[src/rtl/tff_ctrl_pkg.sv]
// Shared definitions for the T flip-flop counter controller: FSM encoding and default width.
package tff_ctrl_pkg;

  localparam int DEFAULT_WIDTH = 4;
  localparam int ST_W          = 2;

  // Only two encodings are legal; the other two recover to ST_IDLE.
  typedef enum logic [ST_W-1:0] {
    ST_IDLE = 2'd0,
    ST_RUN  = 2'd1
  } state_e;

endpackage

[src/rtl/tff_cell.sv]
// Single T flip-flop cell: toggles when t is high, synchronous active-low reset to 0.
module tff_cell (
  input  logic clk,
  input  logic rst_n,
  input  logic t,
  output logic q
);

  always_ff @(posedge clk) begin
    if (!rst_n) begin
      q <= 1'b0;
    end else begin
      q <= q ^ t;
    end
  end

endmodule

[src/rtl/tff_counter_ctrl.sv]
// Sequences a bank of T flip-flop cells as a programmable up/down modulo counter with
// start/stop control, one-shot or periodic operation and terminal-count/done pulses.
module tff_counter_ctrl
  import tff_ctrl_pkg::*;
#(
  parameter int WIDTH = DEFAULT_WIDTH
) (
  input  logic             clk,
  input  logic             rst_n,
  input  logic             start,
  input  logic             stop,
  input  logic             mode_up,
  input  logic             periodic,
  input  logic [WIDTH-1:0] limit,
  output logic [WIDTH-1:0] count,
  output logic             busy,
  output logic             tc_pulse,
  output logic             done,
  output state_e           dbg_state
);

  // Handshake: start is a level sampled only while idle, stop a level sampled only while
  // running; neither needs to be held beyond the edge at which it is seen.

  state_e           state_q, state_d;
  logic [WIDTH-1:0] limit_q, limit_d;
  logic             mode_up_q, mode_up_d;
  logic             periodic_q, periodic_d;
  logic             tc_q, tc_d;
  logic             done_q, done_d;

  logic [WIDTH-1:0] q_w;
  logic [WIDTH-1:0] t_vec;
  logic [WIDTH-1:0] up_t, dn_t, step_t;
  logic             carry_up, carry_dn;

  logic [WIDTH-1:0] start_val, end_val;
  logic [WIDTH-1:0] start_val_in, end_val_in;

  // Running config comes from the latched copies; the incoming copies are only used on start.
  assign start_val    = mode_up_q ? '0 : limit_q;
  assign end_val      = mode_up_q ? limit_q : '0;
  assign start_val_in = mode_up ? '0 : limit;
  assign end_val_in   = mode_up ? limit : '0;

  // Toggle masks for +1 / -1: a bit flips when every lower bit is 1 (up) or 0 (down).
  always_comb begin
    carry_up = 1'b1;
    carry_dn = 1'b1;
    up_t     = '0;
    dn_t     = '0;
    for (int i = 0; i < WIDTH; i++) begin
      up_t[i]  = carry_up;
      dn_t[i]  = carry_dn;
      carry_up = carry_up & q_w[i];
      carry_dn = carry_dn & ~q_w[i];
    end
  end

  assign step_t = mode_up_q ? up_t : dn_t;

  always_comb begin
    state_d    = state_q;
    limit_d    = limit_q;
    mode_up_d  = mode_up_q;
    periodic_d = periodic_q;
    t_vec      = '0;
    tc_d       = 1'b0;
    done_d     = 1'b0;

    case (state_q)
      ST_IDLE: begin
        if (start && !stop) begin
          limit_d    = limit;
          mode_up_d  = mode_up;
          periodic_d = periodic;
          t_vec      = q_w ^ start_val_in;
          tc_d       = (start_val_in == end_val_in);
          state_d    = ST_RUN;
        end
      end
      ST_RUN: begin
        if (stop) begin
          state_d = ST_IDLE;
        end else if (q_w != end_val) begin
          t_vec = step_t;
          tc_d  = ((q_w ^ step_t) == end_val);
        end else if (periodic_q) begin
          t_vec = q_w ^ start_val;
          tc_d  = (start_val == end_val);
        end else begin
          state_d = ST_IDLE;
          done_d  = 1'b1;
        end
      end
      default: begin
        state_d = ST_IDLE;
      end
    endcase
  end

  always_ff @(posedge clk) begin
    if (!rst_n) begin
      state_q    <= ST_IDLE;
      limit_q    <= '0;
      mode_up_q  <= 1'b0;
      periodic_q <= 1'b0;
      tc_q       <= 1'b0;
      done_q     <= 1'b0;
    end else begin
      state_q    <= state_d;
      limit_q    <= limit_d;
      mode_up_q  <= mode_up_d;
      periodic_q <= periodic_d;
      tc_q       <= tc_d;
      done_q     <= done_d;
    end
  end

  for (genvar g = 0; g < WIDTH; g++) begin : g_cell
    tff_cell u_cell (
      .clk   (clk),
      .rst_n (rst_n),
      .t     (t_vec[g]),
      .q     (q_w[g])
    );
  end

  assign count     = q_w;
  assign busy      = (state_q == ST_RUN);
  assign tc_pulse  = tc_q;
  assign done      = done_q;
  assign dbg_state = state_q;

endmodule
[config.mk]
export PLATFORM = sky130hd
export DESIGN_NAME = tff_counter_ctrl
export DESIGN_NICKNAME = d
export VERILOG_FILES = /design/src/rtl/tff_ctrl_pkg.sv /design/src/rtl/tff_cell.sv /design/src/rtl/tff_counter_ctrl.sv
export SDC_FILE = /design/constraint.sdc
export NUM_CORES = 1
export LEC_CHECK = 0
export CORE_ASPECT_RATIO = 1.1
export CORE_MARGIN = 2
export CORE_UTILIZATION = 52
export DETAILED_ROUTE_END_ITERATION = 16
export PLACE_DENSITY = 0.79
export RECOVER_POWER = 100
export REMOVE_ABC_BUFFERS = 1
export SLEW_MARGIN = 20
export SYNTH_ARGS = -nofsm -noshare
export SYNTH_HDL_FRONTEND = slang
export SYNTH_SLANG_ARGS = --single-unit
[constraint.sdc]
create_clock -name clk -period 2.48 [get_ports clk]
set_clock_uncertainty 0.05 [all_clocks]
set_input_delay 0.496 -clock clk [delete_from_list [all_inputs] [get_ports clk]]
set_output_delay 0.496 -clock clk [all_outputs]
set_load 0.02 [all_outputs]
### Word-level counts from Yosys, hierarchy flattened

Cells that the tools add are included.

| word-level totals | value |
|---|---|
| bits in registers | 14 |
| input bits | 10 |
| output and inout port bits | 9 |

| operators by class | value |
|---|---|
| equality and inequality tests | 8 |
| multiplexer cells | 21 |
| bitwise logic cells | 16 |
| reduce and logical (&&, ||, !) cells | 6 |

Operator list:

| operator | number |
|---|---|
| two-way mux 4 bit | 9 |
| == test 4 bit | 3 |
| XOR 4 bit | 3 |
| two-way mux 2 bit | 4 |
| one-hot mux 4 bit (2 select lines) | 1 |
| inequality test 3 bit, second input constant | 2 |
| two-way mux 1 bit | 5 |
| NOT 1 bit | 5 |
| bitwise AND 1 bit | 4 |
| inequality test 4 bit | 1 |
| one-hot mux 2 bit (2 select lines) | 1 |
| OR reduction 4 bit | 1 |
| XOR 1 bit | 4 |
| AND reduction 3 bit | 1 |
| == test 2 x 1 -> 1 bit, second input constant | 1 |
| zero test 2 bit | 1 |
| inequality test 2 bit, second input constant | 1 |
| one-hot mux 1 bit (2 select lines) | 1 |
| AND reduction 2 bit | 1 |
| logical AND 1 bit | 1 |
| zero test 1 bit | 1 |

### Logic depth before layout (Yosys ltp)

Gate-level depths: netlist (run 1).

| depth | value |
|---|---|
| depth in word-level cells | 9 |
| depth in mapped cells | 8 |

### Modules after synthesis

From an unflattened synthesis (run 1), not the netlist that was laid out.

| unflattened totals | value |
|---|---|
| cell total of the unflattened synthesis | 134 |
| area, all modules | 1031.0 um2 |

Modules (own cells, without submodules):

| module | times used | cells each | area an instance (um2) | seq. area each (um2) |
|---|---|---|---|---|
| tff_counter_ctrl | 1 | 122 | 890.9 | 180.2 |
| tff_cell | 4 | 3 | 35.0 | 20.0 |

### Worst setup path before layout (run 1)

OpenSTA, ideal clock, no wires.

| timing | value |
|---|---|
| kind | reg2reg |
| start | register g_cell[3].u_cell.q |
| end | register g_cell[3].u_cell.q |
| data arrival time | 1619 ps |
| data required time | 2307 ps |
| slack | 688 ps |
| cell stages (with the launch flop) | 8 |
| cells stage by stage | dfxtp_1 buf_6 and4bb_1 a22oi_2 a22oi_4 mux2_4 a211oi_2 a211oi_2 |

| between the ends | value |
|---|---|
| word-level cells in the longest chain between the ends | 6 |

Ends and longest elaborated chain:

| what | RTL line | text |
|---|---|---|
| from (decl) | tff_cell.sv:6 | `output logic q` |
| from (signal assigned) | tff_cell.sv:13 | `q <= q ^ t;` |
| XOR 4 bit | tff_counter_ctrl.sv:89 | `t_vec = q_w ^ start_val;` |
| two-way mux 4 bit | tff_counter_ctrl.sv:88 | `end else if (periodic_q) begin` |
| two-way mux 4 bit | tff_counter_ctrl.sv:85 | `end else if (q_w != end_val) begin` |
| two-way mux 4 bit | tff_counter_ctrl.sv:83 | `if (stop) begin` |
| one-hot mux 4 bit (2 select lines) | tff_counter_ctrl.sv:71 | `case (state_q)` |
| XOR 1 bit (*) | tff_cell.sv:13 |  |

Every way passes the cells marked *; elsewhere a longest branch is shown, timed or not.
A chain may end at the register's enable or synchronous reset.

### Worst setup path after layout (run 1)

| timing | value |
|---|---|
| start | register g_cell[0].u_cell.q |
| end | output count[0] |

RTL lines:

| what | RTL line | text |
|---|---|---|
| from (decl) | tff_cell.sv:6 |  |
| from (signal assigned) | tff_cell.sv:13 |  |
| to (decl) | tff_counter_ctrl.sv:15 | `output logic [WIDTH-1:0] count,` |

No word-level cell between the ends.

==> results.yml, run 1 <==
status:
  status: "finished clean"
routing:
  wl_per_cell_um: 13.48
  routed_via_density: 5.851
  antenna_left: 0
  drcViolationCount: 0
  num_vias: 1024
  firstDrtPassIters: 4
  drt_iter0_markers: 18
  routed_wl_mm: 2.359
cts:
  postCtsHoldBufs: 0
  path_clk_slew_ns: 0.08
  numCtsBuffers: 3
  clockBufferDepth: 2
  root_buffer: "clkbuf_4"
  cts_tree: "done"
  cts_setup_buffers: 0
  cts.sinks: 13
  insertion_delay_ns: 0.28
  post_cts_resized: 0
  ctsHtreeMaxLevel: 1
logic_synthesis:
  ys_types: 41
  synth-main-ff-cell: "dfxtp_1"
  synth_enable_flop_cells: 0
  ys_ff_latch: 13
  synthTopCellsByArea: "dfxtp_1 23%, xnor2_1 7.1%, nand2_1 5.7%"
  synthCells: 140
  yosys.area.top_type: "dfxtp_1"
  syn-cell-area_um2: 1112
  ys_seq_area_share_pct: 23.40
  yosysWarningCount: 0
  synth_top_area_share_pct: 23.40
  async_reset_ff_share_pct: 0
  synth_common_cells: "17 x nand2_1, 13 x dfxtp_1, 9 x xnor2_1"
  post-synth-top-count-cell: "nand2_1"
  synth_area_per_cell_um2: 7.945
placement:
  post-dp-hpwl_mm: 1.845
  io_buffers: 17
  placedCellCount: 171
  globalplace.congestion: 0.7881
die:
  fp-row-count: 17
  die_h_um: 52.51
  io_pins: 19
  initial_utilization_pct: 55.05
  core_um2: 2021
  dieArea_um2: 2525
  die_x_um: 48.10
timing:
  drv_slew: 0
  finalSetupTns_ns: 0
  setup_viol: 0
  fmax_ghz: 0.4389
  finalCritPeriodShare_pct: 91.88
  rsz0062_at_grt: "no"
  fin_crit_ns: 2.279
  hold_viol: 0
setup_path:
  rr_endpoint: "g_cell[3].u_cell.q$_SDFF_PN0_"
  critPathKind: "reg2out"
  ff2ff_path_depth: 6
  end_kind: "primary output"
  reg2reg_from: "limit_q[0]$_SDFFE_PN0P_"
  cp-start-kind: "register"
  arrival_ns: 1.73
  critPathMaxFanout: 11
  r2r_slack_ns: 0.34
  cp.required_ns: 1.93
power:
  p_comb_share_pct: 23.9
  switching_share_pct: 29.53
  total_power_uw: 477.7
  p_leak_nw: 0.4433
  power.density_nw_per_um2: 383.7
  pwr-share-clk_pct: 27.0
  ir_worst_vdd_v: 0.0002891
  power_switching_uw: 141.0
  seqPwrFrac_pct: 49.1
  internal-power_uw: 336.6
final_layout:
  num-nets-final: 158
  multi_input_area_um2: 715.7
  n_antenna_cell: 0
  regArea_um2: 260.3
  area_growth_pct: 11.92
  drive_above_1_share_pct: 9.524
  fin_cells: 175
  finish.utilization_pct: 61.61
  n_fill_cell: 184
grt:
  track_usage_pct: 21.49
  grt_antenna_before_repair: 0
  grt_pass1_vias: 938
  grt_max_degree: 14
  gr-total-overflow: 0
  grt_pass1_wl_mm: 3.905
hold_path:
  hp-start: "limit_q[1]$_SDFFE_PN0P_"
  worstHoldEndpoint: "limit_q[1]$_SDFFE_PN0P_"
  min_path_type: "reg2reg"
  hold_depth: 2
job:
  maxCapViolations: 0
==> critical path, stage by stage, from the launching register on <==
cell and delay [ns]:
dfxtp_1 0.53, buf_4 0.24, dlygate4sd3_1 0.68
==> cell usage in the layout, fill, tap and decap left out, types with 2 or more instances in the layout <==
cell type        instances
inv_1                    2
nand3_1                  4
nor2_1                   8
and4bb_1                 2
a21oi_1                  5
nand2_1                 17
nand2b_1                 4
o21ai_0                  7
nand4_1                  5
mux2i_1                  3
dfxtp_1                 13
dlygate4sd3_1            9
nor3b_1                  3
clkbuf_4                 3
nor3_1                   2
xnor2_1                  9
nor2b_1                  5
a21boi_0                 6
buf_4                    4
a22oi_2                  2
nor4_1                   2
a211oi_1                 6
clkdlybuf4s50_1          8
==> logic make-up after synthesis <==
logic type / share of synthesized area (%)
xor+xnor: 7.875
buf+inv: 11.81
flops: 23.40
other cells: 0.3371
mux: 4.049
simple gates: 28.57
compound gates: 23.96
==> registers in the layout, summed over array words and instances (netlist names) <==
name / flops
dbg_state: 1
done: 1
g_cell.u_cell.q: 4
limit_q: 4
mode_up_q: 1
periodic_q: 1
tc_pulse: 1
==> power by group through the flow <==
| stage | Sequential (mW) | Clock, mW | Combinational, mW |
|---|---|---|---|
| finish | 0.235 | 0.129 | 0.114 |
| global route | 0.237 | 0.140 | 0.126 |
| CTS | 0.235 | 0.133 | 0.117 |
| detailed placement | 0.240 | 0 | 0.117 |
| global placement | 0.238 | 0 | 0.114 |
| floorplan | 0.243 | 0 | 0.0662 |
==> through the flow <==
step           setup WS, ns  hold WS, ns  instance area [µm²]
3_3_place_gp         0.3452       0.4975                 1224
5_1_grt              0.1100       0.5751                 1245
6_report             0.2015       0.5310                 1245
2_1_floorplan        0.2931       0.4493                988.4
4_1_cts              0.2584       0.5286                 1250
3_5_place_dp         0.2676       0.5176                 1224
==> metal layers <==
metal	track usage, %	up-vias	wire length (µm)
met5	0	-	0
met1	25.94	478	1042
met3	2.069	6	108
met4	11.26	0	45
li1	-	505	-
met2	36.00	35	1163
==> worst max-delay path by stage <==
| stage | startpoint | end | slack, ns |
|---|---|---|---|
| final | g_cell[0].u_cell.q$_SDFF_PN0_ | count[0] | 0.20 |
| after global routing | g_cell[0].u_cell.q$_SDFF_PN0_ | count[0] | 0.11 |
| after CTS | g_cell[0].u_cell.q$_SDFF_PN0_ | count[0] | 0.26 |
| after detailed placement | stop | g_cell[0].u_cell.q$_SDFF_PN0_ | 0.27 |
| after global placement | stop | g_cell[0].u_cell.q$_SDFF_PN0_ | 0.35 |
| after floorplan | g_cell[0].u_cell.q$_SDFF_PN0_ | g_cell[3].u_cell.q$_SDFF_PN0_ | 0.29 |
==> cell type report <==
cell class	count	area share (%)
clock buffer	4	2.111
inverter	2	0.6030
timing repair buffer	21	16.08
multi-input combinational	107	57.49
tap	28	2.814
sequential	13	20.90
Note: power is estimated with default switching activity, not from simulation.
==> run 2, diff against run 1 <==
Settings changed: CORE_UTILIZATION 52 to 35, MAX_ROUTING_LAYER set to met4, PLACE_DENSITY 0.79 to not set.
==> results.yml, run 2 (synthesis gave the netlist of run 1 again) <==
status:
  status: "finished clean"
cts:
  insertion_delay_ns: 0.28
  cts.sinks: 13
  path_clk_slew_ns: 0.08
  cts_tree: "done"
  post_cts_resized: 0
  clockBufferDepth: 2
  ctsHtreeMaxLevel: 1
  numCtsBuffers: 3
  root_buffer: "clkbuf_4"
  postCtsHoldBufs: 0
  cts_setup_buffers: 0
final_layout:
  fin_cells: 182
  final_common_cell: "nand2_1"
  design_area_um2: 1260
  reg_top3: "g_cell.u_cell.q (4), limit_q (4)"
  final_cell_mix: "17 x nand2_1, 13 x dfxtp_1, 9 x xnor2_1, 9 x dlygate4sd3_1"
  finish.utilization_pct: 41.34
  area_growth_pct: 13.27
  drive_above_1_share_pct: 10.14
  n_antenna_cell: 0
  num-nets-final: 159
setup_path:
  end_kind: "register"
  slowest_delay_ns: 0.56
  critPathMaxFanout: 10
  crit_path_top_delay_cell: "dfxtp_1"
  cp.required_ns: 2.59
  arrival_ns: 2.28
  worstPathCellList: "xnor2_1 -> nand4_1 -> a22oi_4 -> mux2_4 -> a211oi_1 -> a211oi_2"
  cp-start-kind: "register"
  critPathKind: "reg2reg"
placement:
  io_buffers: 17
  placedCellCount: 178
  post-dp-hpwl_mm: 1.909
  placed_area_um2: 1239
  globalplace.congestion: 0.8218
grt:
  track_usage_pct: 15.69
  gr-total-overflow: 0
  grt_max_degree: 16
  grt_pass1_wl_mm: 4.367
  grt_antenna_before_repair: 0
  grt_pass1_vias: 960
die:
  dieArea_um2: 3645
  initial_utilization_pct: 36.49
  die_h_um: 63.13
  core_um2: 3048
  fp-row-count: 21
  die_x_um: 57.75
  io_pins: 19
routing:
  routed_wl_mm: 2.435
  drt_iter0_markers: 12
  firstDrtPassIters: 4
  antenna_left: 0
  wl_per_cell_um: 13.38
  drcViolationCount: 0
  routed_via_density: 5.544
  num_vias: 1009
power:
  ir_worst_vdd_v: 0.0002642
  power.density_nw_per_um2: 381.3
  p_leak_nw: 0.4487
timing:
  drv_slew: 0
  finalSetupTns_ns: 0
  finalCritPeriodShare_pct: 87.55
  fmax_ghz: 0.4606
  rsz0062_at_grt: "no"
  holdWs_ns: 0.5159
  setup_viol: 0
  fin_crit_ns: 2.171
  hold_viol: 0
hold_path:
  min_path_type: "reg2reg"
job:
  maxCapViolations: 0
## run 2: final cells by class
type                            count  area [µm²]
Clock buffer                        4       26.28
Fill cell                         320        1788
Inverter                            2       7.507
Multi-Input combinational cell    107       715.7
Sequential cell                    13       260.3
Tap cell                           34       42.54
Timing Repair Buffer               22       207.7
## run 2: path summary, 6_finish.rpt
path	depth (start not counted)	slack, ns	end	start
worst min register to register	2	0.52	limit_q[1]$_SDFFE_PN0P_	limit_q[1]$_SDFFE_PN0P_
worst max register to register	6	0.31	g_cell[3].u_cell.q$_SDFF_PN0_	limit_q[0]$_SDFFE_PN0P_
worst min-delay path	2	0.52	limit_q[1]$_SDFFE_PN0P_	limit_q[1]$_SDFFE_PN0P_
worst max-delay path	6	0.31	g_cell[3].u_cell.q$_SDFF_PN0_	limit_q[0]$_SDFFE_PN0P_
## run 2: critical path, delay by kind of cell (launching register included)
| family | cells | cell delay [ns] |
|---|---|---|
| AO/OA/AOI/OAI | 3 | 0.77 |
| flip-flops | 1 | 0.56 |
| multiplexers | 1 | 0.35 |
| XOR/XNOR | 1 | 0.17 |
| AND/OR/NAND/NOR | 1 | 0.16 |
## run 2: per-layer routing
metal	vias to the layer above	wire [µm]	global-route usage, %
li1	509	-	-
met1	472	1138	20.20
met2	21	1153	24.01
met3	7	80	2.053
met4	0	62	7.558
met5	-	0	-
## run 2: per-stage QoR
stage | power (mW) | setup slack, ns
floorplan | 0.3095 | 0.2931
global placement | 0.3557 | 0.3295
detailed placement | 0.3577 | 0.2557
CTS | 0.4887 | 0.3883
global route | 0.5177 | 0.1954
finish | 0.4804 | 0.3089
## run 2: power by group
group	total, mW	switching, mW	internal, mW	leakage [nW]
logic	0.115	0.0566	0.0580	0.328
clock network	0.131	0.0682	0.0625	0.0150
registers	0.235	0.0186	0.217	0.106
total	0.480	0.143	0.337	0.449
